**src/rtl/led_pattern_ctrl.sv**
```systemverilog
// LED display-mode controller: button events cycle OFF/BLINK/RUN/FILL, a tick divider steps the pattern.
// Optional brightness PWM on the LED bank is enabled by defining LED_PWM_EN.
module led_pattern_ctrl #(
   parameter int unsigned N_LED    = 8,
   parameter int unsigned TICK_DIV = 50_000_000,
   parameter int unsigned PWM_BITS = 4
) (
   input  logic                clk,
   input  logic                reset,
   input  logic                ev_valid,
`ifdef LED_PWM_EN
   input  logic [PWM_BITS-1:0] bright,
`endif
   output logic                ev_read,
   output logic [1:0]          mode,
   output logic                step_tick,
   output logic [N_LED-1:0]    led
);

   localparam int unsigned    CNT_W    = $clog2(TICK_DIV);
   localparam logic [CNT_W-1:0] CNT_LAST = CNT_W'(TICK_DIV - 1);

   typedef enum logic [1:0] {
      MODE_OFF   = 2'd0,
      MODE_BLINK = 2'd1,
      MODE_RUN   = 2'd2,
      MODE_FILL  = 2'd3
   } mode_t;

   // Reject configurations the pattern logic cannot represent.
   if (N_LED < 2 || TICK_DIV < 2 || PWM_BITS < 1) begin : g_param_chk
      $error("led_pattern_ctrl: illegal parameter value");
   end

   mode_t             mode_q, mode_d;
   logic [CNT_W-1:0]  cnt_q, cnt_d;
   logic [N_LED-1:0]  pat_q, pat_d;
   logic [N_LED-1:0]  led_q, led_d;
   logic              ev_read_q;
   logic              step_tick_q;
   logic              wrap_c;

   assign wrap_c = (cnt_q == CNT_LAST);

   // An event takes priority over a coincident step: the step is dropped and the entry pattern loads.
   always_comb begin
      mode_d = mode_q;
      pat_d  = pat_q;
      cnt_d  = wrap_c ? '0 : cnt_q + CNT_W'(1);
      if (ev_valid) begin
         cnt_d  = '0;
         mode_d = mode_t'(mode_q + 2'd1);
         case (mode_d)
            MODE_OFF:   pat_d = '0;
            MODE_BLINK: pat_d = '1;
            MODE_RUN:   pat_d = N_LED'(1);
            MODE_FILL:  pat_d = '0;
            default:    pat_d = '0;
         endcase
      end else if (wrap_c) begin
         case (mode_q)
            MODE_OFF:   pat_d = '0;
            MODE_BLINK: pat_d = ~pat_q;
            MODE_RUN:   pat_d = {pat_q[N_LED-2:0], pat_q[N_LED-1]};
            MODE_FILL:  pat_d = (&pat_q) ? '0 : {pat_q[N_LED-2:0], 1'b1};
            default:    pat_d = '0;
         endcase
      end
   end

`ifdef LED_PWM_EN
   logic [PWM_BITS-1:0] pc_q;

   // Free-running PWM phase; deliberately not disturbed by mode changes.
   always_ff @(posedge clk or posedge reset) begin
      if (reset) pc_q <= '0;
      else       pc_q <= pc_q + PWM_BITS'(1);
   end

   assign led_d = pat_q & {N_LED{pc_q < bright}};
`else
   assign led_d = pat_q;
`endif

   always_ff @(posedge clk or posedge reset) begin
      if (reset) begin
         mode_q      <= MODE_OFF;
         cnt_q       <= '0;
         pat_q       <= '0;
         led_q       <= '0;
         ev_read_q   <= 1'b0;
         step_tick_q <= 1'b0;
      end else begin
         mode_q      <= mode_d;
         cnt_q       <= cnt_d;
         pat_q       <= pat_d;
         led_q       <= led_d;
         ev_read_q   <= ev_valid;
         step_tick_q <= wrap_c;
      end
   end

   assign mode      = mode_q;
   assign led       = led_q;
   assign ev_read   = ev_read_q;
   assign step_tick = step_tick_q;

endmodule

```
**config.mk**
```make
export PLATFORM = sky130hd
export DESIGN_NAME = led_pattern_ctrl
export DESIGN_NICKNAME = d
export VERILOG_FILES = /design/src/rtl/led_pattern_ctrl.sv
export SDC_FILE = /design/constraint.sdc
export NUM_CORES = 1
export LEC_CHECK = 0
export BUFFER_PORTS_ARGS = -buffer_cell sky130_fd_sc_hd__buf_2
export CAP_MARGIN = 10
export CORE_ASPECT_RATIO = 0.7
export CORE_UTILIZATION = 40
export CTS_BUF_LIST = sky130_fd_sc_hd__clkbuf_4 sky130_fd_sc_hd__clkbuf_8 sky130_fd_sc_hd__clkbuf_16
export DETAILED_ROUTE_END_ITERATION = 6
export PLACE_DENSITY = 0.66
export REMOVE_ABC_BUFFERS = 1
export SYNTH_ARGS = -nofsm -noshare
export SYNTH_HDL_FRONTEND = slang
export SYNTH_SLANG_ARGS = --single-unit
```
**constraint.sdc**
```tcl
create_clock -name clk -period 5.6 [get_ports clk]
set_input_delay 0.28 -clock clk [delete_from_list [all_inputs] [get_ports clk]]
set_output_delay 0.28 -clock clk [all_outputs]
set_load 0.02 [all_outputs]
```
# --- Yosys cells after proc, flatten, opt, wreduce, memory -nomap -nowiden ---
# Cells that the tools add are included.
# Widths: inputs -> output; s select.
word_totals:
  input_bits: 3
  register_bits: 46
  out_inout_bits: 12
  word_cells: 28
op_classes:
  eq_ne: 7
  mux: 7
  n_bitwise: 1
  n_reduce_logical: 5
  addsub: 2
op_table:
  columns: ["op", "count"]
  rows:
  - ["$mux 26", 2]
  - ["$pmux 8 s4", 1]
  - ["$add 26x1->26 const B", 1]
  - ["$eq 26x26->1 const B", 1]
  - ["$mux 8", 3]
  - ["$pmux 8 s3", 1]
  - ["$eq 2x2->1 const B", 4]
  - ["$not 8->8", 1]
  - ["$reduce_and 8->1", 1]
  - ["$eq 2x1->1 const B", 2]
  - ["$logic_not 2->1", 2]
  - ["$add 2x1->2 const B", 1]
  - ["$reduce_bool 2->1", 1]
  - ["$reduce_or 2->1", 1]

# --- Longest topological paths before layout ---
# Gate-level depths: netlist (run 1).
depth:
  word_depth: 5
  mapped_depth: 7
  ltp_nobuf: 6

# --- Worst setup path after synthesis (run 1) ---
# No wires, ideal clock.
synth_timing:
  path_type: "register to register"
  start: "reg mode_q[0] (netlist: mode[0])"
  end: "reg pat_q[0] (netlist: led_d[0])"
  arrival_time_ns: 1.877
  required_time_ns: 5.510
  setup_ns: 0.090
  setup_slack_ns: 3.633
  n_path_buf: 1
  path_stages_with_launch: 8
  synth_period_minus_slack_ns: 1.967
  cell_sequence: "dfrtp_1 inv_1 ha_1 or2_2 clkbuf_1 a31oi_1 or4b_1 o221ai_1"
synth_between:
  elab_chain_len: 5
  elab_cells_between_ends: 14
  cone_classes: "1 x add/sub; 6 x eq/ne; 4 x mux; 3 x reduce/logical"
synth_rtl:
  columns: ["item", "line_no", "text"]
  rows:
  - ["start: declaration", "35", "mode_t mode_q, mode_d;"]
  - ["start signal: assignment", "94", "mode_q <= mode_d;"]
  - ["$add 2x1->2", "52", "mode_d = mode_t'(mode_q + 2'd1);"]
  - ["$eq 2x2->1 or $logic_not 2->1 (tied branches)", "53", "case (mode_d)"]
  - ["$reduce_or 2->1 (no line)", null, null]
  - ["$pmux 8 s3", "53", null]
  - ["$mux 8 (*)", "50", "if (ev_valid) begin"]
  - ["end signal: assignment", "96", "pat_q <= pat_d;"]
  - ["end: declaration", "37", "logic [N_LED-1:0] pat_q, pat_d;"]
# Mark *: on every way between the ends. The rest lies on a longest branch, timed or not. The select of a mux whose other input is x is not followed.
# A chain may end at the register's enable or synchronous reset.

# --- Worst setup path after layout (run 1) ---
layout_timing:
  start: "reg cnt_q[0]"
  end: "reg pat_q[1] (netlist: led_d[1])"
layout_between:
  elab_chain_len: 2
layout_rtl:
  columns: ["item", "line_no", "text"]
  rows:
  - ["start: declaration", "36", "logic [CNT_W-1:0] cnt_q, cnt_d;"]
  - ["start signal: assignment", "95", "cnt_q <= cnt_d;"]
  - ["$eq 26x26->1", "43", "assign wrap_c = (cnt_q == CNT_LAST);"]
  - ["$reduce_bool 2->1 (no line)", null, null]
# Every way passes these cells.

==> metrics, run 1 <==
min Tclk post-route=2.19 ns; Hold Path Class=in -> async; initial core utilization=0.418; Post-Synth Simple-Gate Area=0.259; num rows=23; r2r startpoint=cnt_q[0]; CORE AREA=0.00578 sq mm; Crit Path Class=reg -> reg; Hold-fix buffers, CTS=0; worst slew pin tran=0.972 ns; vias per cell=5.67; Worst setup SP type=flop; crit-path max cell delay=0.43 ns; remaining global-route overflow=0; power share of the clock group=0.206; post_cts resized=0; largest fanout on the critical path=10; status=complete, no violations; Max Slew Vio Count=0; CTS tree=yes; internal power=612 uW; all-layer global routing usage=0.179; Inserted Clock Buffers=5; GPL Wtd Cong=0.868; vias in the first global route=between 1500 and 2000; #FFs+latches synth=46; mux cell area share after synthesis=0; post-layout util=0.450; vias=approximately 1800; ranking of synthesized cells by area=dfrtp_1, xor2_1, nand4_1, ha_1, nor2_1; combinational power share=0.295; sequential share of the synthesized area=0.476; largest family of logic cells by synthesized area=simple AND/OR/NAND/NOR gates; cell with the largest stage delay on the worst path=and4_1; Die Ht=67.1 um; Die Width=94.9 um; Pwr Total=about 950 uW; Synth Area in Compound Gates=0.137; max_cap viols=0; Final HPWL DP=3470 um; antenna cell count=0; Sw Pwr=334 uW; Pleak=0.00109 uW; RSZ-0062 raised after global routing=false; Final #Nets=approximately 250; Routed Antenna Nets=0; critical path depth in cells=5; Top delay family on crit path=simple AND/OR/NAND/NOR gates; Post-Synthesis Cells=235; I/O pin total=15; sw frac=0.353; clock tree buffer depth=2; setup TNS=0 ns; Worst-path clk slew=roughly 0.08 ns; Post-synth EDFFs=0; syn_area_per_cell=10.3 sq um; FF-to-FF setup slack=3.41 ns; fraction of synthesis flops using an asynchronous set or reset pin=1.00; CP endpoint=led_d[1]; layout cells sized above 1=0.150; reg-to-reg endpoint=led_d[1]; Post-synth top flop=dfrtp_1; WL final=about 5000 um; PwrDens=364 mW/mm^2; Residual DRC=0; initial DRC count=113; slew margin rel.=0.351; XOR/XNOR Fraction of Synth Area=0.0579; final hold violations=0; critical-path cell list=ha_1 > and4_1 > nand4_2 > or2_0 > a311o_1; drt pass-1 iters=4; Max Clk Rate=0.456 GHz; VDD IR max=0.125 mV; Synth area leader=dfrtp_1; Synth Cell Area=0.00242 sq mm; post-synthesis adder-cell area fraction=0.0259; I/O Buffers=14; DIE AREA=0.00637 sq mm; H-tree depth=2; CP Capture Type=flop; clk_lat worst skew=0.28 ns; post-route clock period utilization=0.391; first-pass GRT wire length=between 8000 and 9000 um; pin count of the biggest net entering global routing=47; Buf/Inv on CP=0; initial antenna violation count=0; Critical Path Start=cnt_q[0]; CP Data Arrival Time=2.37 ns; Post-CTS Setup Bufs=0; data required time of the worst path=5.77 ns; top-area cell type share of the netlist area=0.476; Setup Skew=~0.0026 ns; Synth cell types=51; P&R area growth vs syn=7.55%; final setup vio count=0; Synth Warn #=0; clock sinks=46; Worst Reg-to-Reg Cells=5; register share of total power=0.498; WL per Instance=15.5 um; CTS Root Cell=clkbuf_8
==> per-layer routing <==
| layer | track usage | up-vias | routed length [um] |
|---|---|---|---|
| li1 | - | 898 | - |
| met1 | 0.280 | 871 | 2710 |
| met2 | 0.246 | 48 | 1960 |
| met3 | 0.0342 | 2 | 281 |
| met4 | 0.0455 | 0 | 29 |
| met5 | 0 | - | 0 |
==> Yosys cell counts, drive strengths merged (4+ instances only) <==
cell type / number
nand2: 10
ha: 5
o2bb2ai: 4
nand3: 11
xor2: 15
nor2b: 4
nand4: 14
o31ai: 5
and2: 4
nand2b: 8
o21ai: 10
or3: 4
o221ai: 4
clkbuf: 4
inv: 9
buf: 7
nand4b: 5
a21oi: 10
nor2: 15
and4: 6
or4: 6
dfrtp: 46
==> power by group through the flow <==
stage	registers, uW	clock network [uW]	logic [uW]
2_1_floorplan	499	0	163
4_1_cts	469	206	282
6_report	471	195	279
3_3_place_gp	474	0	278
5_1_grt	482	220	310
3_5_place_dp	476	0	282
==> layout make-up <==
type                       count  area, sq um
tap                           75         93.8
fill                         554         3180
inverter                       9         33.8
sequential                    46         1150
timing repair buffer          15         77.6
clock buffer                   7         83.8
multi-input combinational    169         1160
==> flip-flops by register name, summed over array words and instances, names as in the netlist <==
signal     count
led            8
ev_read        1
mode           2
step_tick      1
led_d          8
cnt_q         26
==> through the flow <==
| step | instances | hold WS [ns] | area (sq um) | worst slack [ns] |
|---|---|---|---|---|
| 3_5_place_dp | 314 | 0.475 | 2520 | 3.44 |
| 5_1_grt | 321 | 0.250 | 2600 | 3.26 |
| 2_1_floorplan | 224 | 0.311 | 2350 | 3.32 |
| 6_report | 321 | 0.216 | 2600 | 3.41 |
| 3_3_place_gp | 314 | 0.465 | 2520 | 3.53 |
| 4_1_cts | 321 | 0.241 | 2600 | 3.43 |
==> cell families after synthesis <==
| family | count (synthesis) |
|---|---|
| DFF | 46 |
| adders and majority gates | 5 |
| xor gates and xnor gates | 16 |
| AOI/OAI and AO/OA | 47 |
| and+or+nand+nor | 101 |
| buffers and inverters | 20 |
==> cell usage in the layout (no fill, tap or decap), drive strengths merged, types with 2 or more instances in the layout <==
master | Yosys | final
and2 | 4 | 4
o41ai | 2 | 2
xor2 | 15 | 15
or2 | 2 | 2
or4 | 6 | 6
nand2b | 8 | 8
and4 | 6 | 6
clkbuf | 4 | 7
a21oi | 10 | 10
nand2 | 10 | 10
dfrtp | 46 | 46
buf | 7 | 15
a2111oi | 3 | 3
nor4 | 2 | 2
nand4 | 14 | 14
nand3 | 11 | 11
o21ai | 10 | 10
and3 | 3 | 3
inv | 9 | 9
or3 | 4 | 4
o31ai | 5 | 5
o221ai | 4 | 4
o2bb2ai | 4 | 4
a31o | 2 | 2
a211o | 3 | 3
nor2 | 15 | 15
nor2b | 4 | 4
nand4b | 5 | 5
ha | 5 | 5
==> worst min path at each step <==
stage	slack (ns)	endpoint	from	cells past startpoint
after global placement	0.47	cnt_q[0]	cnt_q[0]	1
after CTS	0.24	ev_read	ev_valid	1
after global routing	0.25	ev_read	ev_valid	1
after detailed placement	0.48	cnt_q[0]	cnt_q[0]	1
after floorplan	0.31	ev_read	ev_valid	0
final	0.22	cnt_q[12]	reset	2
(Power assumes the default switching activity.)
==> inputs of run 2 (changes only) <==
--- a/config.mk
+++ b/config.mk
@@ -5,6 +5,7 @@
 export SDC_FILE = /design/constraint.sdc
 export NUM_CORES = 1
 export LEC_CHECK = 0
+export ABC_AREA = 1
 export BUFFER_PORTS_ARGS = -buffer_cell sky130_fd_sc_hd__buf_2
 export CAP_MARGIN = 10
 export CORE_ASPECT_RATIO = 0.7
==> constraint.sdc (replaced) <==
create_clock -name clk -period 2.2 [get_ports clk]
set_input_delay 0.11 -clock clk [delete_from_list [all_inputs] [get_ports clk]]
set_output_delay 0.11 -clock clk [all_outputs]
set_load 0.02 [all_outputs]
==> run 2 against run 1 <==
Against the previous run:
- maximum frequency is 26% higher
- register-to-register slack worse by 3.0 ns
- die area up 5.8%
- via count increased by 19%
- sequential share of layout area decreased by 3.7 points
==> metrics, run 2 <==
Max Slew Vio Count=0 (unchanged); initial DRC count=181 (+60%); VDD IR max=0.748 mV (+500%); WL per Instance=13.2 um (-15%); layout cells sized above 1=0.127 (-0.0230); post-route clock period utilization=0.793 (+0.401); Buf/Inv on CP=0 (unchanged); post-layout util=0.477 (+0.0271); Max Clk Rate=0.573 GHz (+26%); fraction of synthesis flops using an asynchronous set or reset pin=1.00 (unchanged); num rows=23 (unchanged); Post-synth EDFFs=0 (unchanged); all-layer global routing usage=0.194 (+0.0154); register with the most flip-flops=cnt_q; I/O pin total=15 (unchanged); Die Width=97.7 um (+2.9%); most instantiated cells after synthesis=nand2_1, nor2_1, dfrtp_1, inv_1, nand3_1; final hold violations=0 (unchanged); crit-path max cell delay=0.43 ns (about the same); Post-synth top flop=dfrtp_1; status=complete, no violations; min Tclk post-route=1.74 ns (-0.448 ns); I/O Buffers=14 (unchanged); most common cell in the netlist=nand2_1; Die Ht=69.0 um (+2.8%); commonest non-fill, non-tap cell in the layout=nand2_1; initial core utilization=0.430 (+0.0120); max reg flops=26 (unchanged); Worst Reg-to-Reg Cells=8 (+3); WL final=5880 um (+18%); worst slew pin tran=0.578 ns (-0.394 ns); Inserted Clock Buffers=5 (unchanged); remaining global-route overflow=0 (unchanged); GPL Wtd Cong=0.917 (+5.6%); Hold Path Class=in -> reg; first-pass GRT wire length=9740 um (+12%); data required time of the worst path=2.43 ns (-3.34 ns); PwrDens=953 mW/mm^2 (+160%); final setup vio count=0 (unchanged); P&R area growth vs syn=10.8%; Top delay family on crit path=simple AND/OR/NAND/NOR gates; sequential share of the synthesized area=0.449 (-0.0267); clock tree buffer depth=2 (unchanged); CP Capture Type=flop; Hold Path Origin=ev_valid; drt pass-1 iters=5 (+1); top-area cell type share of the netlist area=0.449 (-0.0267); setup TNS=0 ns (unchanged); Post-CTS Setup Bufs=0 (unchanged); Synth area leader=dfrtp_1; CTS tree=yes; slew margin rel.=0.613 (+0.262); post_cts resized=0 (unchanged); hold path cells=1; register area=0.00115 sq mm (unchanged); H-tree depth=2 (unchanged); Pleak=0.00134 uW (+23%); syn_area_per_cell=7.30 sq um (-29%); Residual DRC=0 (unchanged); CP Data Arrival Time=1.98 ns (-0.39 ns); Final HPWL DP=4280 um (+23%); Worst setup SP type=flop; Worst-path clk slew=0.08 ns (about the same); critical-path cell list=ha_1 > nand2_1 > nor2_4 > nand3_2 > nor2_2 > nor2_2 > nand2_1 > nor2_1; CP endpoint=cnt_q[21]; reg-to-reg endpoint=cnt_q[21]; initial antenna violation count=0 (unchanged); pin count of the biggest net entering global routing=26 (-45%); Synth Cell Area=0.00256 sq mm (+5.9%); area of the multi-input gates=0.00123 sq mm (+5.6%); FF-to-FF setup slack=0.46 ns (-2.95 ns); vias per cell=4.89 (-14%); Setup Skew=0.00817 ns (+0.00556 ns); CORE AREA=0.00596 sq mm (+3.0%); CTS Root Cell=clkbuf_8; most frequent cells in the layout=nand2_1, nor2_1, dfrtp_1, nand3_1, inv_1; max_cap viols=0 (unchanged); vias=2173 (+19%); Routed Antenna Nets=0 (unchanged); cell with the largest stage delay on the worst path=dfrtp_1; clock sinks=46 (unchanged); vias in the first global route=1875 (+9.8%); Crit Path Class=reg -> reg; Synth cell types=28 (-45%); clk_lat worst skew=0.30 ns (+0.02 ns); critical path depth in cells=8 (+3); Synth Warn #=0 (unchanged); Final #Nets=376 (+48%); largest fanout on the critical path=13 (+3); antenna cell count=0 (unchanged); ranking of synthesized cells by area=dfrtp_1, nand2_1, nor2_1, nand3_1, inv_1; RSZ-0062 raised after global routing=false; Post-Synthesis Cells=351 (+49%); Critical Path Start=cnt_q[0]; #FFs+latches synth=46 (unchanged); DIE AREA=0.00674 sq mm (+5.8%); r2r startpoint=cnt_q[0]; Layout fillers=602 (+8.7%)
run 2: cell types whose count changed in the layout (fill, tap and decap cells not counted), sizes merged, moves of 6 or more:
cell / previous run / this run
nand2b: 8 / 0
nand4: 14 / 3
nor2: 15 / 69
nand3: 11 / 32
o21ai: 10 / 4
nor3: 1 / 8
inv: 9 / 35
nand2: 10 / 125
or4: 6 / 0
a21oi: 10 / 3
xor2: 15 / 5
and4: 6 / 0
run 2: worst min-delay path by stage:
stage                          end  slack [ns]
after floorplan            ev_read        0.14
after global placement    led_d[7]       0.004
after detailed placement  led_d[7]       0.004
after CTS                  ev_read        0.16
after global routing       ev_read        0.16
final                      ev_read        0.16
run 2: logic make-up after synthesis:
kind of cell / Yosys count / share of synthesized area
buffers and inverters: 42 / 0.0723
DFF: 46 / 0.449
AOI/OAI and AO/OA: 8 / 0.0166
and+or+nand+nor: 240 / 0.403
adders and majority gates: 5 / 0.0244
xor gates and xnor gates: 10 / 0.0342
run 2: report_power, final:
| part | internal [uW] | total (uW) | leakage, uW | switching, uW |
|---|---|---|---|---|
| registers | 1010 | 1180 | 0.000618 | 166 |
| clock network | 485 | 782 | 0.0000714 | 297 |
| logic | 265 | 748 | 0.000655 | 483 |
run 2: worst register-to-register path: cells and delay by family (launching register included):
family                     cells  cell delay (ns)
and+or+nand+nor                7             0.98
adders and majority gates      1             0.27
DFF                            1             0.43
run 2: metal layers:
metal,share of wire,global-route usage,wire length [um]
met1,0.54,0.310,3180
met2,0.35,0.244,2050
met3,0.10,0.0454,588
met4,0.010,0.0663,59
met5,0,0,0
run 2: stage by stage:
stage,setup slack [ns],cell area [sq um],total power (uW),std cells,hold slack (ns)
6_report,0.456,2840,2710,444,0.158
3_3_place_gp,0.523,2690,1930,435,0.00433
5_1_grt,0.181,2840,2900,444,0.162
3_5_place_dp,0.459,2690,1940,435,0.00415
4_1_cts,0.454,2840,2720,444,0.156
2_1_floorplan,0.739,2510,1700,344,0.141
run 2: cell type report:
type                    instances  area share
clock inverters                 2      0.0211
repair buffers                 17      0.0335
clock buffers                   6      0.0291
well taps                      75      0.0330
flip-flops and latches         46       0.405
inverters                      35      0.0463
multi-input cells             263       0.432
run 2: what timing repair did:
item | 4_1_cts | 5_1_grt
endpoints found under the hold margin | 40 | 0
setup endpoints to repair | 0 | 0
hold buffers | 1 | 0
==> inputs of run 3 (changes only) <==
==> constraint.sdc (replaced) <==
create_clock -name clk -period 1.68 [get_ports clk]
set_input_delay 0.084 -clock clk [delete_from_list [all_inputs] [get_ports clk]]
set_output_delay 0.084 -clock clk [all_outputs]
set_load 0.02 [all_outputs]
==> run 3 against run 2 <==
Against the previous run:
- global-route usage up 0.17 points
- sequential power up 29%
- largest power group unchanged
- highest routed layer unchanged
- clock power up 8.6%
- final cell count up 1.4%
- combinational power up 39%
- non-clock buffer count up 6
- total power up 26%
- largest cell class unchanged
- via count up 0.60%
- sequential share of layout area down 0.75 points
- maximum frequency up 12%
==> metrics, run 3 (synthesis gave the netlist of run 2 again) <==
register with the most flip-flops=cnt_q; remaining global-route overflow=0 (unchanged); final setup vio count=0 (unchanged); DP Cell Count=441 (+1.4%); clock tree buffer depth=2 (unchanged); Final HPWL DP=4460 um (+4.1%); data required time of the worst path=1.87 ns (-0.56 ns); H-tree depth=2 (unchanged); Final #Nets=382 (+1.6%); clock sinks=46 (unchanged); CORE AREA=0.00596 sq mm (unchanged); min Tclk post-route=1.56 ns (-0.180 ns); Pleak=0.00136 uW (+1.4%); max_cap viols=0 (unchanged); VDD IR max=0.758 mV (+1.4%); layout cells sized above 1=0.155 (+0.0273); Pwr Total=3410 uW (+26%); final worst setup slack=0.116 ns (-0.340 ns); first-pass GRT wire length=9910 um (+1.8%); post-route clock period utilization=0.931 (+0.138); initial core utilization=0.430 (unchanged); Worst-path clk slew=0.09 ns (about the same); GPL Wtd Cong=0.940 (+2.5%); initial antenna violation count=0 (unchanged); P&R area growth vs syn=12.9%; Hold Path Class=in -> reg; final hold violations=0 (unchanged); RSZ-0062 raised after global routing=true; largest fanout on the critical path=6 (-7); commonest non-fill, non-tap cell in the layout=nand2_1; slew margin rel.=0.660 (+0.0468); WL final=5950 um (+1.2%); Die Ht=69.0 um (unchanged); pin count of the biggest net entering global routing=26 (unchanged); Crit Path Class=reg -> reg; clk_lat worst skew=0.29 ns (about the same); vias in the first global route=1931 (+3.0%); Hold Path End=cnt_q[11]; Hold Path Origin=ev_valid; WL per Instance=13.2 um (-0.18%); Residual DRC=0 (unchanged); CTS Root Cell=clkbuf_8; Die Width=97.7 um (unchanged); DIE AREA=0.00674 sq mm (unchanged); r2r startpoint=cnt_q[1]; Max Clk Rate=0.640 GHz (+12%); vias per cell=4.86 (-0.74%); drt pass-1 iters=4 (-1); antenna cell count=0 (unchanged); PwrDens=1180 mW/mm^2 (+24%); I/O Buffers=14 (unchanged); CP Data Arrival Time=1.75 ns (-0.23 ns); CP Capture Type=flop; Worst Reg-to-Reg Cells=7 (-1); vias=2186 (+0.60%); max reg flops=26 (unchanged); num rows=23 (unchanged); Routed Antenna Nets=0 (unchanged); CTS tree=yes; status=complete, no violations; I/O pin total=15 (unchanged); Worst setup SP type=flop; Inserted Clock Buffers=5 (unchanged); FF-to-FF setup slack=0.12 ns (-0.34 ns); all-layer global routing usage=0.196 (+0.00170); worst slew pin tran=0.510 ns (-0.0688 ns); Max Slew Vio Count=0 (unchanged); Setup Skew=0.00358 ns (-0.00459 ns); Post-CTS Setup Bufs=0 (unchanged); reg-to-reg endpoint=step_tick; initial DRC count=209 (+15%); most frequent cells in the layout=nand2_1, nor2_1, dfrtp_1, inv_1, nand3_1; hold path cells=2 (+1); Finished Layout Cells=450 (+1.4%); post-layout util=0.486 (+0.00903); dpl ws=0.0580 ns (-0.401 ns)
-- run 3: changes by cell type in the layout (fill, tap and decap cells not counted), sizes merged --
cell      delta
buf          +6
bufinv       -1
clkinvlp     +1
-- run 3: worst max-delay path by stage --
stage,start,endpoint,slack [ns],cells past startpoint
final,cnt_q[1],step_tick,0.12,7
after global routing,cnt_q[1],led_d[7],-0.008,9
after CTS,cnt_q[1],cnt_q[20],0.03,8
after detailed placement,cnt_q[1],cnt_q[20],0.06,8
after global placement,cnt_q[1],cnt_q[2],0.1,8
after floorplan,cnt_q[0],cnt_q[13],0.22,8
-- run 3: power by group --
group	total, uW	internal (uW)	leakage [uW]	switching (uW)
registers	1520	1320	0.000618	201
logic	1040	379	0.000691	658
clock network	849	461	0.0000548	388
total	3410	2160	0.00136	1250
-- run 3: critical path: stages (launching register included) --
cell	delay (ns)
dfrtp_1	0.39
ha_1	0.18
nand2_1	0.10
nor2_4	0.20
nand2_1	0.10
nor2_2	0.18
nand2_1	0.07
nor4_1	0.25
-- run 3: timing repair --
item | in CTS | in global routing
endpoints found under the setup margin | 0 | 16
endpoints found under the hold margin | 21 | 0
resized for setup | 0 | 7
hold buffers | 1 | 0
-- run 3: stage by stage --
step / hold slack [ns] / setup TNS [ns] / area, sq um
CTS: 0.118 / 0 / 2870
global placement: 0.143 / 0 / 2750
finish: 0.135 / 0 / 2890
floorplan: 0.115 / 0 / 2510
detailed placement: 0.150 / 0 / 2750
global route: 0.132 / -0.00837 / 2890
-- run 3: cell type report --
class | instances | area, sq um
fillers | 594 | 3060
multi-input cells | 263 | 1250
flip-flops and latches | 46 | 1150
repair buffers | 23 | 153
inverters | 35 | 131
well taps | 75 | 93.8
clock buffers | 6 | 76.3
clock inverters | 2 | 37.5
-- run 3: per-layer routing --
layer / vias to the layer above / track usage / wire length [um]
met5: - / 0 / 0
met4: 0 / 0.0625 / 65
met3: 7 / 0.0353 / 467
met2: 64 / 0.262 / 2140
met1: 989 / 0.310 / 3280
li1: 1126 / - / -
